## src/rtl/cpu_pkg.sv

```systemverilog
// rtl/cpu_pkg.sv - opcode/funct constants, ALU encodings, squash FSM states
package cpu_pkg;

  localparam logic [5:0] OP_RTYPE = 6'h00;
  localparam logic [5:0] OP_ADDI  = 6'h08;
  localparam logic [5:0] OP_LW    = 6'h23;
  localparam logic [5:0] OP_SW    = 6'h2B;
  localparam logic [5:0] OP_BEQ   = 6'h04;
  localparam logic [5:0] OP_BNE   = 6'h05;
  localparam logic [5:0] OP_BGT   = 6'h07;
  localparam logic [5:0] OP_J     = 6'h02;

  localparam logic [5:0] FN_ADD = 6'h20;
  localparam logic [5:0] FN_SUB = 6'h22;
  localparam logic [5:0] FN_AND = 6'h24;
  localparam logic [5:0] FN_OR  = 6'h25;
  localparam logic [5:0] FN_SLT = 6'h2A;

  typedef enum logic [2:0] {
    ALU_ADD = 3'd0,
    ALU_SUB = 3'd1,
    ALU_AND = 3'd2,
    ALU_OR  = 3'd3,
    ALU_SLT = 3'd4
  } alu_op_e;

  typedef enum logic [1:0] {
    SQ_RUN = 2'd0,
    SQ_SQ2 = 2'd1,
    SQ_SQ1 = 2'd2
  } sq_state_e;

  typedef struct packed {
    logic    beq;
    logic    bne;
    logic    bgt;
    alu_op_e alu_op;
    logic    reg_write;
    logic    mem_read;
    logic    mem_write;
    logic    illegal;
  } ctrl_t;

  function automatic logic [31:0] sext16(input logic [15:0] v);
    return {{16{v[15]}}, v};
  endfunction

endpackage

```

## src/rtl/reg_file.sv

```systemverilog
// rtl/reg_file.sv - 32x32 register file, two async read ports, one write port
module reg_file (
  input  logic        clk,
  input  logic        rst,
  input  logic [4:0]  ra1_i,
  input  logic [4:0]  ra2_i,
  output logic [31:0] rd1_o,
  output logic [31:0] rd2_o,
  input  logic        we_i,
  input  logic [4:0]  wa_i,
  input  logic [31:0] wd_i
);

  logic [31:0] regs_q [32];

  always_ff @(posedge clk or posedge rst) begin
    if (rst) begin
      for (int i = 0; i < 32; i++) regs_q[i] <= '0;
    end else if (we_i && wa_i != 5'd0) begin
      regs_q[wa_i] <= wd_i;
    end
  end

  // Writeback lands this edge, so forward it to a reader in the same cycle
  always_comb begin
    rd1_o = regs_q[ra1_i];
    rd2_o = regs_q[ra2_i];
    if (we_i && wa_i == ra1_i) rd1_o = wd_i;
    if (we_i && wa_i == ra2_i) rd2_o = wd_i;
    if (ra1_i == 5'd0) rd1_o = '0;
    if (ra2_i == 5'd0) rd2_o = '0;
  end

endmodule

```

## src/rtl/instruction_decode_stage.sv

```systemverilog
// rtl/instruction_decode_stage.sv - IF/ID latch, decode, squash FSM and ID/EX latch
module instruction_decode_stage
  import cpu_pkg::*;
(
  input  logic        clk,
  input  logic        rst,
  input  logic [31:0] PC,
  input  logic [31:0] IR,
  input  logic        bnoWB,
  input  logic        jnoWB,
  input  logic        wb_en,
  input  logic [4:0]  wb_addr,
  input  logic [31:0] wb_data,
  output logic [31:0] FD_PC,
  output logic        jump,
  output logic [27:0] address,
  output logic [31:0] DX_PC,
  output logic [31:0] DX_rs,
  output logic [31:0] DX_rt,
  output logic [31:0] DX_imm,
  output logic [4:0]  DX_rd,
  output logic        beq,
  output logic        bne,
  output logic        bgt,
  output logic [31:0] offset,
  output logic [2:0]  alu_op,
  output logic        reg_write,
  output logic        mem_read,
  output logic        mem_write,
  output logic        illegal
);

  logic [31:0] fd_pc_q, fd_ir_q;
  sq_state_e   sq_q;
  logic [31:0] dx_pc_q, dx_rs_q, dx_rt_q, dx_imm_q;
  logic [4:0]  dx_rd_q;
  ctrl_t       ctrl_q, ctrl_d;
  logic [4:0]  rd_d;
  logic [31:0] rs_val, rt_val;
  logic        squash, kill;

  wire [5:0] opcode = fd_ir_q[31:26];
  wire [5:0] funct  = fd_ir_q[5:0];
  wire [4:0] rs_a   = fd_ir_q[25:21];
  wire [4:0] rt_a   = fd_ir_q[20:16];

  reg_file u_rf (
    .clk   (clk),
    .rst   (rst),
    .ra1_i (rs_a),
    .ra2_i (rt_a),
    .rd1_o (rs_val),
    .rd2_o (rt_val),
    .we_i  (wb_en),
    .wa_i  (wb_addr),
    .wd_i  (wb_data)
  );

  // A squash request kills the instruction currently in decode as well
  assign squash  = bnoWB | jnoWB | (sq_q != SQ_RUN);
  assign kill    = squash | ctrl_d.illegal;
  assign jump    = (opcode == OP_J) & ~squash;
  assign address = {fd_ir_q[25:0], 2'b00};

  always_comb begin
    ctrl_d = '0;
    rd_d   = '0;
    case (opcode)
      OP_RTYPE: begin
        ctrl_d.reg_write = 1'b1;
        rd_d             = fd_ir_q[15:11];
        case (funct)
          FN_ADD:  ctrl_d.alu_op = ALU_ADD;
          FN_SUB:  ctrl_d.alu_op = ALU_SUB;
          FN_AND:  ctrl_d.alu_op = ALU_AND;
          FN_OR:   ctrl_d.alu_op = ALU_OR;
          FN_SLT:  ctrl_d.alu_op = ALU_SLT;
          default: begin
            ctrl_d         = '0;
            ctrl_d.illegal = 1'b1;
          end
        endcase
      end
      OP_ADDI: begin
        ctrl_d.reg_write = 1'b1;
        rd_d             = rt_a;
      end
      OP_LW: begin
        ctrl_d.reg_write = 1'b1;
        ctrl_d.mem_read  = 1'b1;
        rd_d             = rt_a;
      end
      OP_SW:  ctrl_d.mem_write = 1'b1;
      OP_BEQ: begin ctrl_d.beq = 1'b1; ctrl_d.alu_op = ALU_SUB; end
      OP_BNE: begin ctrl_d.bne = 1'b1; ctrl_d.alu_op = ALU_SUB; end
      OP_BGT: begin ctrl_d.bgt = 1'b1; ctrl_d.alu_op = ALU_SUB; end
      OP_J:   ctrl_d = '0;
      default: ctrl_d.illegal = 1'b1;
    endcase
  end

  always_ff @(posedge clk or posedge rst) begin
    if (rst) begin
      sq_q <= SQ_RUN;
    end else if (bnoWB) begin
      sq_q <= SQ_SQ2;
    end else if (jnoWB) begin
      sq_q <= SQ_SQ1;
    end else begin
      case (sq_q)
        SQ_SQ2:  sq_q <= SQ_SQ1;
        default: sq_q <= SQ_RUN;
      endcase
    end
  end

  always_ff @(posedge clk or posedge rst) begin
    if (rst) begin
      fd_pc_q  <= '0;
      fd_ir_q  <= '0;
      dx_pc_q  <= '0;
      dx_rs_q  <= '0;
      dx_rt_q  <= '0;
      dx_imm_q <= '0;
      dx_rd_q  <= '0;
      ctrl_q   <= '0;
    end else begin
      fd_pc_q  <= PC;
      fd_ir_q  <= IR;
      dx_pc_q  <= kill ? '0 : fd_pc_q;
      dx_rs_q  <= kill ? '0 : rs_val;
      dx_rt_q  <= kill ? '0 : rt_val;
      dx_imm_q <= kill ? '0 : sext16(fd_ir_q[15:0]);
      dx_rd_q  <= kill ? '0 : rd_d;
      ctrl_q   <= squash ? '0 : ctrl_d;
    end
  end

  assign FD_PC     = fd_pc_q;
  assign DX_PC     = dx_pc_q;
  assign DX_rs     = dx_rs_q;
  assign DX_rt     = dx_rt_q;
  assign DX_imm    = dx_imm_q;
  assign DX_rd     = dx_rd_q;
  assign offset    = {dx_imm_q[29:0], 2'b00};
  assign beq       = ctrl_q.beq;
  assign bne       = ctrl_q.bne;
  assign bgt       = ctrl_q.bgt;
  assign alu_op    = ctrl_q.alu_op;
  assign reg_write = ctrl_q.reg_write;
  assign mem_read  = ctrl_q.mem_read;
  assign mem_write = ctrl_q.mem_write;
  assign illegal   = ctrl_q.illegal;

endmodule

```

## config.mk

```make
export PLATFORM = sky130hd
export DESIGN_NAME = instruction_decode_stage
export DESIGN_NICKNAME = d
export VERILOG_FILES = /design/src/rtl/cpu_pkg.sv /design/src/rtl/reg_file.sv /design/src/rtl/instruction_decode_stage.sv
export SDC_FILE = /design/constraint.sdc
export NUM_CORES = 2
export LEC_CHECK = 0
export ABC_AREA = 1
export BUFFER_PORTS_ARGS = -buffer_cell sky130_fd_sc_hd__buf_2
export CAP_MARGIN = 10
export CORE_MARGIN = 4
export CORE_UTILIZATION = 24
export DETAILED_ROUTE_END_ITERATION = 16
export SLEW_MARGIN = 10
export SYNTH_ARGS = -nofsm -noshare
export SYNTH_HDL_FRONTEND = slang
export SYNTH_SLANG_ARGS = --single-unit
```

## constraint.sdc

```tcl
create_clock -name clk -period 69.6 [get_ports clk]
set_clock_uncertainty 0.15 [all_clocks]
set_input_delay 10.44 -clock clk [delete_from_list [all_inputs] [get_ports clk]]
set_output_delay 10.44 -clock clk [all_outputs]
set_load 0.01 [all_outputs]
```

Word level (Yosys, flattened, before mapping):

Index checks and enable logic that the tools add are counted.

* bits in registers: 1233
* word-level logic and storage cells: 121

* $lt $le $gt $ge: 4
* eq/ne operators: 15
* mux-type cells: 33
* bitwise operators: 8
* reductions and logical operators: 13

Operator list (number)
* $bwmux W1024: 1
* $mux W32: 13
* $bmux W32 S5: 2
* $demux W32 S5: 1
* $eq A6 B6 Y1 const B: 7
* $eq A6 B3 Y1 const B: 3
* $ge A6 B6 Y1 const B: 3
* $not A5 Y6: 3
* $pmux W3 S4: 1
* $eq A5 B5 Y1: 2
* $logic_not A5 Y1: 2
* $mux W10: 1
* $pmux W5 S2: 1
* $pmux W1 S2: 4
* $reduce_or A7 Y1: 1
* $eq A6 B2 Y1 const B: 1
* $eq A6 B4 Y1 const B: 1
* $logic_not A6 Y1: 1
* $lt A6 B1 Y1 const B: 1
* $mux W2: 3
* $pmux W3 S2: 1
* $mux W5: 1
* $reduce_bool A5 Y1: 1
* $reduce_or A5 Y1: 1
* other kinds (10): 17

Logic depth before layout (Yosys ltp):

* word-level depth: 7
* depth in mapped cells: 14
* mapped depth without buffers: 11

Modules after synthesis:

A second synthesis with hierarchy kept.

* cells, all modules: 9439
* area total of the unflattened synthesis: 66333.6 µm²

Modules (own cells, without submodules)
* reg_file: times used 1, cells an instance 8861, area an instance 59520.8 µm², sequential area each 25624.6 µm²
* instruction_decode_stage: times used 1, cells an instance 578, area an instance 6812.8 µm², sequential area each 4829.6 µm²

Worst setup path after synthesis:

Ideal clock, no wire load.

* path type: input-to-output
* start: input port bnoWB
* end: output port jump
* arrival: 11.541 ns
* path slack: 47.469 ns
* stages: 4
* buffers on the path: 0
* cells stage by stage: or2_2 nor3_2 clkinv_1 nor2_1

* word-level cells in the longest chain between the ends: 4

Ends and longest elaborated chain
* from (decl): RTL line instruction_decode_stage.sv:9 `input logic bnoWB,`
* $or A1 B1 Y1 (2 in series): RTL line instruction_decode_stage.sv:60 `assign squash = bnoWB | jnoWB | (sq_q != SQ_RUN);`
* $not A1 Y1: RTL line instruction_decode_stage.sv:62 `assign jump = (opcode == OP_J) & ~squash;`
* $and A1 B1 Y1: RTL line instruction_decode_stage.sv:62
* to (decl): RTL line instruction_decode_stage.sv:15 `output logic jump,`

Every way passes these cells.

Final worst setup path:

Same ends and word-level chain as after synthesis.

==> flow_metrics.py <==
metrics = {
    "outcome": {
        "status": "finished clean",
    },
    "cts": {
        "cts_made_buffers": 133,
        "cts_tree": "done",
        "clkSlewWorstSetupHoldPaths_ns": 0.05,
        "cts-root-buf": "clkbuf_16",
        "insertion_delay_ns": 0.79,
        "clock_sinks": 1217,
        "cts-resized-gates": 0,
        "ctsHoldBuffers": 0,
        "post_cts_buffers": 0,
        "cts_buffer_depth": 3,
        "htreeDepth": 4,
    },
    "die": {
        "initial_core_util_pct": 24.2,
        "fp.dieArea_um2": 274000,
        "io_pins": 342,
        "rows": 188,
        "core_area_um2": 263000,
        "die_w_um": 523,
        "die_y_um": 523,
    },
    "yosys": {
        "yosysTopAreaCell": "dfrtp_1",
        "synth-seq-cells": 1217,
        "synth_top_family_by_area": "simple AND/OR/NAND/NOR gates",
        "synth_top_cells_by_area": "dfrtp_1 48%, nand2_1 15%, o21ai_0 10%, nand3_1 5.7%, o211ai_1 4.8%",
        "synth_mux_area_share_pct": 0,
        "synth_area_um2": 63700,
        "ys_top_cells_by_count": "2622 x nand2_1, 1332 x o21ai_0, 1217 x dfrtp_1, 725 x nand3_1, 592 x clkbuf_1",
        "synth_most_common_cell": "nand2_1",
        "synth_compound_area_share_pct": 18.2,
        "synth-simple-area-share_pct": 25.1,
        "synthCells": 8638,
        "ys_seq_area_share_pct": 47.8,
        "synth-async-reset-ratio_pct": 100,
        "ys.flop_type": "dfrtp_1",
        "syn_avg_cell_area_um2": 7.37,
        "synth.distinct_cells": 25,
        "synth_xor_area_share_pct": 0,
        "synthAdderAreaFrac_pct": 0,
        "synth_edf_count": 0,
        "yosysWarnings": 0,
        "yosysTopAreaCellShare_pct": 47.8,
    },
    "sta": {
        "post-route-period-util_pct": 32.2,
        "rsz0062_at_grt": "false",
        "fmax_mhz": 44.7,
        "tightest_slew_ns": 1.31,
        "min_period_ns": 22.39,
        "final.setup.worst_slack_ns": 47.21,
        "drv_slew": 0,
        "timing.final.hold_violations": 0,
        "fin_tns_setup_ns": 0,
        "slew_headroom_pct": 12.6,
        "finalSetupViolCount": 0,
    },
    "critical_path": {
        "path_max_fanout": 9,
        "rr_endpoint": "DX_rs[29]$_DFF_PP0_",
        "worstRegToRegCells": 14,
        "crit_start": "bnoWB",
        "cpPeakStageDelay_ns": 0.31,
        "critical_path.slowest_cell": "or2_2",
        "crit_chain": "buf_2 -> or2_2 -> nor3_4 -> buf_4 -> clkinv_1 -> nor2_1 -> buf_2",
        "r2r_start": "fd_ir_q[21]$_DFF_PP0_",
        "cp-start-kind": "primary input",
        "r2r_slack_ns": 64.20,
        "path_delay_family": "simple AND/OR/NAND/NOR gates",
        "cp.buffers_inverters": 4,
        "crit_type": "primary input to output pin",
        "worstPathArrival_ns": 11.80,
        "cpMostUsedCell": "buf_2",
        "cp.required_ns": 59.01,
        "end_kind": "output pin",
    },
    "grt": {
        "grt_pass1_wl_mm": 381,
        "gr-usage-all-layers_pct": 18.4,
        "antenna_found_initial": 41,
        "grt-ovfl-total": 0,
        "grt_pass1_vias": 55500,
        "grt_max_degree": 204,
    },
    "hold_path": {
        "min_from": "u_rf.regs_q[1016]$_DFFE_PP0P_",
        "min_to": "u_rf.regs_q[1016]$_DFFE_PP0P_",
        "hold_depth": 0,
        "hold_class": "register to register",
    },
    "detailed_routing": {
        "vias_per_cell": 5.03,
        "drc": 0,
        "vias": 60600,
        "ant_nets": 0,
        "drt_wl_total_mm": 261,
        "wl_per_cell_um": 21.7,
        "initialDrtViolationCount": 7604,
        "drt-pass1-iter-count": 6,
    },
    "placement": {
        "dpl.hpwl_mm": 152,
        "dp_slack_ns": 47.20,
        "gp_congestion": 0.869,
        "io_buffers": 337,
    },
    "finish": {
        "seq_area_um2": 30500,
        "fillers": 28600,
        "area_delta_synth_final_pct": 13.2,
        "multi_input_area_um2": 27800,
        "drive_above_1_share_pct": 8.89,
        "final_util_pct": 27.4,
        "fin_nets": 8535,
    },
    "job": {
        "maxCapViolCount": 0,
    },
    "power_and_ir_drop": {
        "p_per_area_nw_per_um2": 27.3,
        "leakage_uw": 0.0333,
        "peakVddDrop_v": 0.0000217,
    },
}
layout by cell type (no fill, tap or decap), drive strengths merged:
master,Yosys,final
bufinv,0,8
nand3,725,725
buf,229,474
clkinvlp,0,1
conb,1,4
inv,533,542
clkbuf,592,194
nor2,444,444
o211ai,408,408
or2,4,4
nor4,2,2
nand2,2631,2631
a21oi,320,320
o22ai,5,5
nor3,16,16
clkinv,36,54
dfrtp,1217,1217
o21ai,1379,1379
nand4,96,96
diode,0,18
power breakdown:
part / internal (uW) / switching, uW / total (uW)
combinational: 115 / 228 / 343
sequential: 822 / 74.9 / 897
clock: 419 / 307 / 727
area by class of cell:
cell class,count,area share (%)
well taps,3515,6.10
clock buffers,194,5.42
repair buffers,474,3.92
clock inverters,36,0.587
multi-input cells,6034,38.6
flip-flops and latches,1217,42.3
inverters,569,3.02
diodes,18,0.0625
sequential cells by signal, indices dropped and copies added (netlist names):
name and flops:
beq 1, DX_rd 5, DX_imm 16, u_rf.regs_q 1024, bgt 1, DX_rt 32
illegal 1, fd_ir_q 32, bne 1, DX_rs 32, mem_write 1, mem_read 1
FD_PC 32, reg_write 1, alu_op 3, DX_PC 32, sq_q 2
through the flow:
stage	instances	total power (uW)	instance area, um2	hold slack, ns
2_1_floorplan	8641	1140	63700	0.279
3_3_place_gp	11800	1240	67700	0.215
3_5_place_dp	11800	1240	67700	0.216
4_1_cts	12000	1970	72000	0.228
5_1_grt	12100	2070	72100	0.235
6_report	12100	1970	72100	0.226
kinds of logic after synthesis:
| family | count (synthesis) |
|---|---|
| AO/OA/AOI/OAI | 2112 |
| buffers and inverters | 1390 |
| flip-flops | 1217 |
| other | 1 |
| AND/OR/NAND/NOR | 3918 |
worst max-delay path by stage:
stage / to / cells past startpoint / slack [ns]
6_report: jump / 7 / 47.21
5_1_grt: jump / 7 / 47.10
4_1_cts: jump / 7 / 47.19
3_5_place_dp: jump / 7 / 47.20
3_3_place_gp: jump / 7 / 47.23
2_1_floorplan: DX_PC[0]$_DFF_PP0_ / 1 / 24.72
worst reg2reg max path, stage by stage (launching register included):
cell and delay (ns):
dfrtp_4 0.72, buf_4 0.83, buf_4 0.84, buf_4 0.88, buf_4 0.77, nand2_1 0.17, nand3_1 0.10, nand3_1 0.08
nand2_1 0.09, nand2_1 0.07, nor2_1 0.09, nand2_1 0.10, nand2_1 0.08, nor2_1 0.06, nor2_1 0.26
metal layers:
metal  GRT usage [%]  up-vias  wire length (um)
met5               0        -               161
met4            11.7       24             18600
met3            3.36      740             22800
met2            28.7     3032            117000
met1            23.6    29000            103000
li1                -    27900                 -
Power figures use the tool's default switching activity.
